File: src/rtl/i2s_rate_sequencer_if.sv
// Request/status and APB signal bundle for i2s_rate_sequencer.
// The master modport is the sequencer side; slave is the requester / APB target side.
interface i2s_rate_sequencer_if;
   logic [1:0]  rate_req;
   logic        master_req;
   logic        req_valid;
   logic        req_ready;
   logic        busy;
   logic        done;
   logic        err;
   logic [1:0]  cur_rate;
   logic [4:0]  paddr;
   logic        psel;
   logic        penable;
   logic        pwrite;
   logic [31:0] pwdata;
   logic [31:0] prdata;
   logic        pready;

   modport master (
      input  rate_req, master_req, req_valid, prdata, pready,
      output req_ready, busy, done, err, cur_rate,
             paddr, psel, penable, pwrite, pwdata
   );

   modport slave (
      output rate_req, master_req, req_valid, prdata, pready,
      input  req_ready, busy, done, err, cur_rate,
             paddr, psel, penable, pwrite, pwdata
   );
endinterface

File: src/rtl/i2s_rate_sequencer.sv
// Programs an I2S clock block over APB: write A, write B, settle, write C, optional readback.
// Define I2S_RATE_READBACK_EN to add the readback of REG1 after write C (sets err on mismatch).
module i2s_rate_sequencer #(
   parameter int unsigned SETTLE_CYCLES = 64,
   parameter logic [4:0]  REG1_ADDR     = 5'd0,
   parameter logic [4:0]  REG2_ADDR     = 5'd4
) (
   input  logic                  clk,
   input  logic                  reset,
   i2s_rate_sequencer_if.master  bus
);

`ifdef I2S_RATE_READBACK_EN
   localparam logic RB_EN = 1'b1;
`else
   localparam logic RB_EN = 1'b0;
`endif

   typedef enum logic [2:0] {S_IDLE, S_SETUP, S_ACCESS, S_SETTLE, S_DONE} state_t;

   localparam logic [1:0]  STEP_A  = 2'd0;
   localparam logic [1:0]  STEP_B  = 2'd1;
   localparam logic [1:0]  STEP_C  = 2'd2;
   localparam logic [11:0] SETTLE_LOAD = 12'(SETTLE_CYCLES);

   state_t      r_state, w_state_nxt;
   logic [1:0]  r_step, w_step_nxt;
   logic [11:0] r_cnt, w_cnt_nxt;
   logic [1:0]  r_rate, r_cur_rate;
   logic        r_master, r_err, r_pwrite;
   logic [4:0]  r_paddr;
   logic [31:0] r_pwdata;

   logic        w_launch, w_rd_bad, w_accept;
   logic [1:0]  w_rate;
   logic        w_master;
   logic [4:0]  w_addr_l;
   logic [31:0] w_data_l, w_word_c;
   logic        w_wr_l;

   function automatic logic [31:0] word_a(input logic [1:0] rate);
      logic [7:0] bclk;
      logic       sel44;
      case (rate)
         2'd0:    begin bclk = 8'd3; sel44 = 1'b0; end
         2'd1:    begin bclk = 8'd1; sel44 = 1'b0; end
         2'd2:    begin bclk = 8'd5; sel44 = 1'b1; end
         default: begin bclk = 8'd2; sel44 = 1'b1; end
      endcase
      return {8'd0, bclk, 14'd0, sel44, 1'b0};
   endfunction

   function automatic logic [31:0] word_b(input logic [1:0] rate);
      logic [7:0] lr;
      case (rate)
         2'd0:    lr = 8'd15;
         2'd1:    lr = 8'd7;
         2'd2:    lr = 8'd23;
         default: lr = 8'd11;
      endcase
      return {16'd0, lr, lr};
   endfunction

   assign w_accept = (r_state == S_IDLE) && bus.req_valid;
   // The first launch happens in IDLE, before the request is latched.
   assign w_rate   = w_accept ? bus.rate_req   : r_rate;
   assign w_master = w_accept ? bus.master_req : r_master;
   assign w_word_c = word_a(r_rate) | {31'd0, r_master};

   always_comb begin
      w_state_nxt = r_state;
      w_step_nxt  = r_step;
      w_cnt_nxt   = r_cnt;
      w_launch    = 1'b0;
      w_rd_bad    = 1'b0;
      case (r_state)
         S_IDLE: begin
            if (bus.req_valid) begin
               w_state_nxt = S_SETUP;
               w_step_nxt  = STEP_A;
               w_launch    = 1'b1;
            end
         end
         S_SETUP: w_state_nxt = S_ACCESS;
         S_ACCESS: begin
            if (bus.pready) begin
               // SETTLE doubles as the inter-transfer gap; it lasts r_cnt+1 cycles.
               case (r_step)
                  STEP_A: begin w_state_nxt = S_SETTLE; w_cnt_nxt = 12'd0; end
                  STEP_B: begin w_state_nxt = S_SETTLE; w_cnt_nxt = SETTLE_LOAD; end
                  STEP_C: begin
                     if (RB_EN) begin
                        w_state_nxt = S_SETTLE;
                        w_cnt_nxt   = 12'd0;
                     end else begin
                        w_state_nxt = S_DONE;
                     end
                  end
                  default: begin
                     w_state_nxt = S_DONE;
                     w_rd_bad    = RB_EN && (bus.prdata != w_word_c);
                  end
               endcase
            end
         end
         S_SETTLE: begin
            if (r_cnt == 12'd0) begin
               w_state_nxt = S_SETUP;
               w_step_nxt  = r_step + 2'd1;
               w_launch    = 1'b1;
            end else begin
               w_cnt_nxt = r_cnt - 12'd1;
            end
         end
         S_DONE:  w_state_nxt = S_IDLE;
         default: w_state_nxt = S_IDLE;
      endcase
   end

   always_comb begin
      w_addr_l = REG1_ADDR;
      w_wr_l   = 1'b1;
      w_data_l = word_a(w_rate) | {31'd0, w_master};
      case (w_step_nxt)
         STEP_A: w_data_l = word_a(w_rate);
         STEP_B: begin w_addr_l = REG2_ADDR; w_data_l = word_b(w_rate); end
         STEP_C: ;
         default: w_wr_l = 1'b0;
      endcase
   end

   always_ff @(posedge clk) begin
      if (reset) begin
         r_state    <= S_IDLE;
         r_step     <= STEP_A;
         r_cnt      <= 12'd0;
         r_rate     <= 2'd0;
         r_master   <= 1'b0;
         r_err      <= 1'b0;
         r_cur_rate <= 2'd0;
         r_paddr    <= 5'd0;
         r_pwdata   <= 32'd0;
         r_pwrite   <= 1'b0;
      end else begin
         r_state <= w_state_nxt;
         r_step  <= w_step_nxt;
         r_cnt   <= w_cnt_nxt;
         if (w_accept) begin
            r_rate   <= bus.rate_req;
            r_master <= bus.master_req;
            r_err    <= 1'b0;
         end
         if (w_launch) begin
            r_paddr  <= w_addr_l;
            r_pwdata <= w_data_l;
            r_pwrite <= w_wr_l;
         end
         if (w_rd_bad)
            r_err <= 1'b1;
         // cur_rate becomes visible in the DONE cycle itself.
         if (w_state_nxt == S_DONE && r_state != S_DONE && !(r_err || w_rd_bad))
            r_cur_rate <= r_rate;
      end
   end

   assign bus.req_ready = (r_state == S_IDLE);
   assign bus.busy      = (r_state != S_IDLE);
   assign bus.done      = (r_state == S_DONE);
   assign bus.err       = r_err;
   assign bus.cur_rate  = r_cur_rate;
   assign bus.psel      = (r_state == S_SETUP) || (r_state == S_ACCESS);
   assign bus.penable   = (r_state == S_ACCESS);
   assign bus.paddr     = r_paddr;
   assign bus.pwdata    = r_pwdata;
   assign bus.pwrite    = r_pwrite;

endmodule

File: src/flat_wrapper.sv
// flat-port wrapper written by rule: the top's interface ports become plain ports
module i2s_rate_sequencer_flat 
#(
   parameter int unsigned SETTLE_CYCLES = 64,
   parameter logic [4:0]  REG1_ADDR     = 5'd0,
   parameter logic [4:0]  REG2_ADDR     = 5'd4
)
  (clk, reset, bus_rate_req, bus_master_req, bus_req_valid, bus_prdata, bus_pready, bus_req_ready, bus_busy, bus_done, bus_err, bus_cur_rate, bus_paddr, bus_psel, bus_penable, bus_pwrite, bus_pwdata);
  i2s_rate_sequencer_if bus_i ();
  input  logic clk;
  input  logic reset;
  input wire logic [$bits(bus_i.rate_req)-1:0] bus_rate_req;
  input wire logic [$bits(bus_i.master_req)-1:0] bus_master_req;
  input wire logic [$bits(bus_i.req_valid)-1:0] bus_req_valid;
  input wire logic [$bits(bus_i.prdata)-1:0] bus_prdata;
  input wire logic [$bits(bus_i.pready)-1:0] bus_pready;
  output wire logic [$bits(bus_i.req_ready)-1:0] bus_req_ready;
  output wire logic [$bits(bus_i.busy)-1:0] bus_busy;
  output wire logic [$bits(bus_i.done)-1:0] bus_done;
  output wire logic [$bits(bus_i.err)-1:0] bus_err;
  output wire logic [$bits(bus_i.cur_rate)-1:0] bus_cur_rate;
  output wire logic [$bits(bus_i.paddr)-1:0] bus_paddr;
  output wire logic [$bits(bus_i.psel)-1:0] bus_psel;
  output wire logic [$bits(bus_i.penable)-1:0] bus_penable;
  output wire logic [$bits(bus_i.pwrite)-1:0] bus_pwrite;
  output wire logic [$bits(bus_i.pwdata)-1:0] bus_pwdata;
  assign bus_i.rate_req = bus_rate_req;
  assign bus_i.master_req = bus_master_req;
  assign bus_i.req_valid = bus_req_valid;
  assign bus_i.prdata = bus_prdata;
  assign bus_i.pready = bus_pready;
  assign bus_req_ready = bus_i.req_ready;
  assign bus_busy = bus_i.busy;
  assign bus_done = bus_i.done;
  assign bus_err = bus_i.err;
  assign bus_cur_rate = bus_i.cur_rate;
  assign bus_paddr = bus_i.paddr;
  assign bus_psel = bus_i.psel;
  assign bus_penable = bus_i.penable;
  assign bus_pwrite = bus_i.pwrite;
  assign bus_pwdata = bus_i.pwdata;
  i2s_rate_sequencer #(.SETTLE_CYCLES(SETTLE_CYCLES), .REG1_ADDR(REG1_ADDR), .REG2_ADDR(REG2_ADDR)) u_core (.clk(clk), .reset(reset), .bus(bus_i));
endmodule
File: config.mk
export PLATFORM = sky130hd
export DESIGN_NAME = i2s_rate_sequencer_flat
export DESIGN_NICKNAME = d
export VERILOG_FILES = /design/src/rtl/i2s_rate_sequencer_if.sv /design/src/rtl/i2s_rate_sequencer.sv /design/src/flat_wrapper.sv
export SDC_FILE = /design/constraint.sdc
export NUM_CORES = 1
export LEC_CHECK = 0
export ABC_AREA = 1
export CORE_MARGIN = 3
export CORE_UTILIZATION = 42
export CTS_CLUSTER_SIZE = 40
export DETAILED_ROUTE_END_ITERATION = 8
export PLACE_DENSITY = 0.88
export SETUP_SLACK_MARGIN = 0.2
export SYNTH_ARGS = -nofsm -noshare
export SYNTH_HDL_FRONTEND = slang
export SYNTH_SLANG_ARGS = --single-unit
export TNS_END_PERCENT = 10
File: constraint.sdc
create_clock -name clk -period 2.2 [get_ports clk]
set_clock_uncertainty 0.2 [all_clocks]
set_input_delay 0.22 -clock clk [delete_from_list [all_inputs] [get_ports clk]]
set_output_delay 0.22 -clock clk [all_outputs]
set_load 0.02 [all_outputs]
==> results.txt <==
A synthesized cell averages 7.21 um2. The Yosys warning count came out at 0. The die is 73.2 um wide. The path class of the tightest hold or removal check is register to register. The static leakage is 1.01 nW. The most common cell in the synthesized netlist is sky130_fd_sc_hd__nand2_1. Of all flip-flops after synthesis, the portion carrying an async set or reset was 0%. STA classifies the critical path endpoint as a primary output. Data on the critical path is required at its endpoint by 1.78 ns. The prevailing post-synth register cell is sky130_fd_sc_hd__dfxtp_1. The number of max-capacitance violations reported is 0. The count of flip-flops with a built-in enable after synthesis came out at 0. The repair_antennas step left the layout with diodes totalling 0. The total routed wire length on the met1 layer is 1610 um. The per-cell routed wire length came out at 11.5 um. The later-pin clock latency in the skew report came out at 0.29 ns.

The largest fanout on the critical path is 4. Setup repair after global routing could not meet its margin everywhere. The H-tree was split into 2 levels.

The number of hold-repair buffers added at the cts stage came out at 0. Power spread over the standard cell area amounts to 757 nW/um2. By startpoint and endpoint, the worst setup path is classified as register to primary output. Across every metal layer, demand over resource in global routing totals 15.9%. The die footprint came out at 5360 um2. The total clock sinks is 32. The post-route setup TNS came out at 0 ns. The routed wire length is 3950 um. The reg-to-reg setup timing slack came out at 0.28 ns. Ranked by total cell area, the synthesized netlist is headed by sky130_fd_sc_hd__dfxtp_1 34%, sky130_fd_sc_hd__buf_4 11%, sky130_fd_sc_hd__nand2_1 8.5%, sky130_fd_sc_hd__inv_1 5.7%, sky130_fd_sc_hd__nor2_1 5.7%. The first-pass detailed-route iteration total is 4. The met2 layer wire length in the routed design came out at 2030 um. The final total power came out at 1.68 mW. The area of the core is 4170 um2. Of all cell types, the one taking the most synthesized area is sky130_fd_sc_hd__dfxtp_1. The total vias in the final route is 1631. Post-CTS timing repair inserted 0 buffers for setup. The number of ports placed on the die boundary came out at 85. Across all setup checks in the final design, the least slack found is 0.233 ns. The clock transition at the registers of the reported paths is 0.07 ns. The via count of the first global-routing pass is 1562. The sequential share of the synthesized area came out at 33.8%. The cell area after placement came out at 2110 um2. The timing-limited maximum frequency is 508 MHz.

The pin count of the biggest net entering global routing came out at 18. No sink is reached through more buffers than the 2 on the longest clock path. In this run the cell area of the synthesized design comes to 1900 um2.

The average via count per standard cell is 4.77. The number of port buffers is 28. The final-layout worst hold slack came out at 0.272 ns.

In the synthesized netlist, the cells that appear most often are 43 x sky130_fd_sc_hd__nand2_1, 32 x sky130_fd_sc_hd__dfxtp_1, 29 x sky130_fd_sc_hd__buf_4, 29 x sky130_fd_sc_hd__inv_1, 29 x sky130_fd_sc_hd__nor2_1. The count of unique library cells instantiated by Yosys came out at 32. The worst setup timing slack at the placement stage is 0.112 ns. The total clock buffers created by CTS came out at 5. Synthesis produced 263 cells.

The finished layout holds 342 standard cells, fillers aside. The number of setup violations in the final report came out at 0. The routability congestion estimate from global placement is 0.857. The effective utilization at floorplan came out at 45.5%. Including well taps, the total number of placed cells is 334. The tree is rooted in a sky130_fd_sc_hd__clkbuf_8. The final cell utilization of the core came out at 53.2%. The first global-routing pass estimated 6510 um of wire. From bottom edge to top edge, the die measures 73.2 um. The number of hold-slack violations in the final timing report was 0. STA puts the critical path data arrival time at 1.55 ns. Once detail routing completed, the nets flagged for antenna violations numbered 0. The detailed router's first-iteration violation count came out at 93. The worst supply voltage drop on vdd came out at 409 uV. The area share of the leading cell type in the synthesized netlist is 33.8%. The final layout contains 335 nets.

The final routed DRC violation total came out at 0. The launching element type of the critical path is a register. The count of standard-cell rows is 23.

The number of antenna violations at the first check in global routing came to 0. Global routing finished with a remaining overflow of 0. Summing all non-filler instances in the final layout gives an area of 2220 um2. The final max-slew violation count came out at 0. The shortest period the worst path allows is 1.97 ns. The worst path uses 89.4% of the clock period. The TritonCTS clock tree is done. The routed length on met3 came out at 206 um.

The fraction of final layout cells with drive strength greater than 1 came out at 16.4%. The register bit total from synthesis came out at 32. The flow ran to the end, and the final reports show no timing, DRC or antenna violations. Routed signal wires occupy layers up through met4. The placed wire-length estimate came out at 2960 um.

The synthesis-to-finish area growth came out at 17.0%.
layout make-up:
class,count,area [um2]
well taps,50,62.6
fillers,390,1950
inverters,39,146
multi-input cells,182,971
flip-flops and latches,32,641
clock buffers,7,86.3
clock inverters,1,7.51
repair buffers,31,304
layer usage:
metal  vias to the layer above  GRT usage (%)
met2                        43           27.2
met3                         9           5.10
met4                         0           8.20
met5                         -              0
li1                        829              -
met1                       750           17.4
cells in the final DEF (no fill, tap or decap), types with 2 or more instances in the layout:
| master | instances |
|---|---|
| sky130_fd_sc_hd__nand2_1 | 42 |
| sky130_fd_sc_hd__dfxtp_1 | 32 |
| sky130_fd_sc_hd__inv_1 | 29 |
| sky130_fd_sc_hd__nor2_1 | 29 |
| sky130_fd_sc_hd__clkdlybuf4s50_1 | 26 |
| sky130_fd_sc_hd__conb_1 | 24 |
| sky130_fd_sc_hd__a21oi_1 | 16 |
| sky130_fd_sc_hd__inv_2 | 10 |
| sky130_fd_sc_hd__o21ai_1 | 10 |
| sky130_fd_sc_hd__nand2_2 | 9 |
| sky130_fd_sc_hd__nand3_1 | 8 |
| sky130_fd_sc_hd__clkbuf_8 | 6 |
| sky130_fd_sc_hd__nand3_2 | 5 |
| sky130_fd_sc_hd__nor3_1 | 5 |
| sky130_fd_sc_hd__ha_1 | 5 |
| sky130_fd_sc_hd__a31oi_1 | 4 |
| sky130_fd_sc_hd__a21oi_2 | 4 |
| sky130_fd_sc_hd__nor2_2 | 3 |
| sky130_fd_sc_hd__nor2_4 | 3 |
| sky130_fd_sc_hd__o21ai_0 | 3 |
| sky130_fd_sc_hd__buf_4 | 3 |
| sky130_fd_sc_hd__or2_1 | 2 |
| sky130_fd_sc_hd__nand4_1 | 2 |
critical path, stage by stage (launching register included):
cell and delay [ns]:
sky130_fd_sc_hd__dfxtp_1 0.35, sky130_fd_sc_hd__nor2_1 0.17, sky130_fd_sc_hd__nand2_1 0.09, sky130_fd_sc_hd__inv_1 0.05, sky130_fd_sc_hd__clkdlybuf4s50_1 0.59
cell families (layout without fill, tap and decap cells):
family / count (synthesis) / after routing / synth area share [%]
buf+inv: 72 / 78 / 20.4
xor+xnor: 1 / 1 / 0.462
compound gates: 38 / 38 / 11.1
fa+ha+maj: 5 / 5 / 3.30
flops: 32 / 32 / 33.8
simple gates: 114 / 114 / 30.7
other cells: 1 / 24 / 0.198
where the power goes:
| part | internal [mW] | switching (mW) |
|---|---|---|
| clock network | 0.254 | 0.225 |
| logic | 0.188 | 0.358 |
| registers | 0.621 | 0.0320 |
| total | 1.06 | 0.614 |
sequential cells by signal, indices dropped and copies added, names as in the netlist:
signal	count
u_core.r_rate	2
u_core.r_cnt	12
u_core.bus.pwdata	8
u_core.bus.cur_rate	2
u_core.r_state	3
u_core.r_master	1
u_core.bus.pwrite	1
u_core.bus.paddr	1
u_core.r_step	2
path summary, 6_finish.rpt:
check	start	to	cells past startpoint
max	u_core.r_state[1]	bus_req_ready	4
max reg2reg	u_core.r_state[1]	u_core.bus.pwdata[10]	11
min	u_core.r_cnt[8]	u_core.r_cnt[8]	2
min reg2reg	u_core.r_cnt[8]	u_core.r_cnt[8]	2
timing repair:
item                       in CTS  in global routing
resized for setup               1                  4
hold endpoints to repair        0                  0
setup endpoints to repair       4                 21
Note: power is estimated with default switching activity, not from simulation.
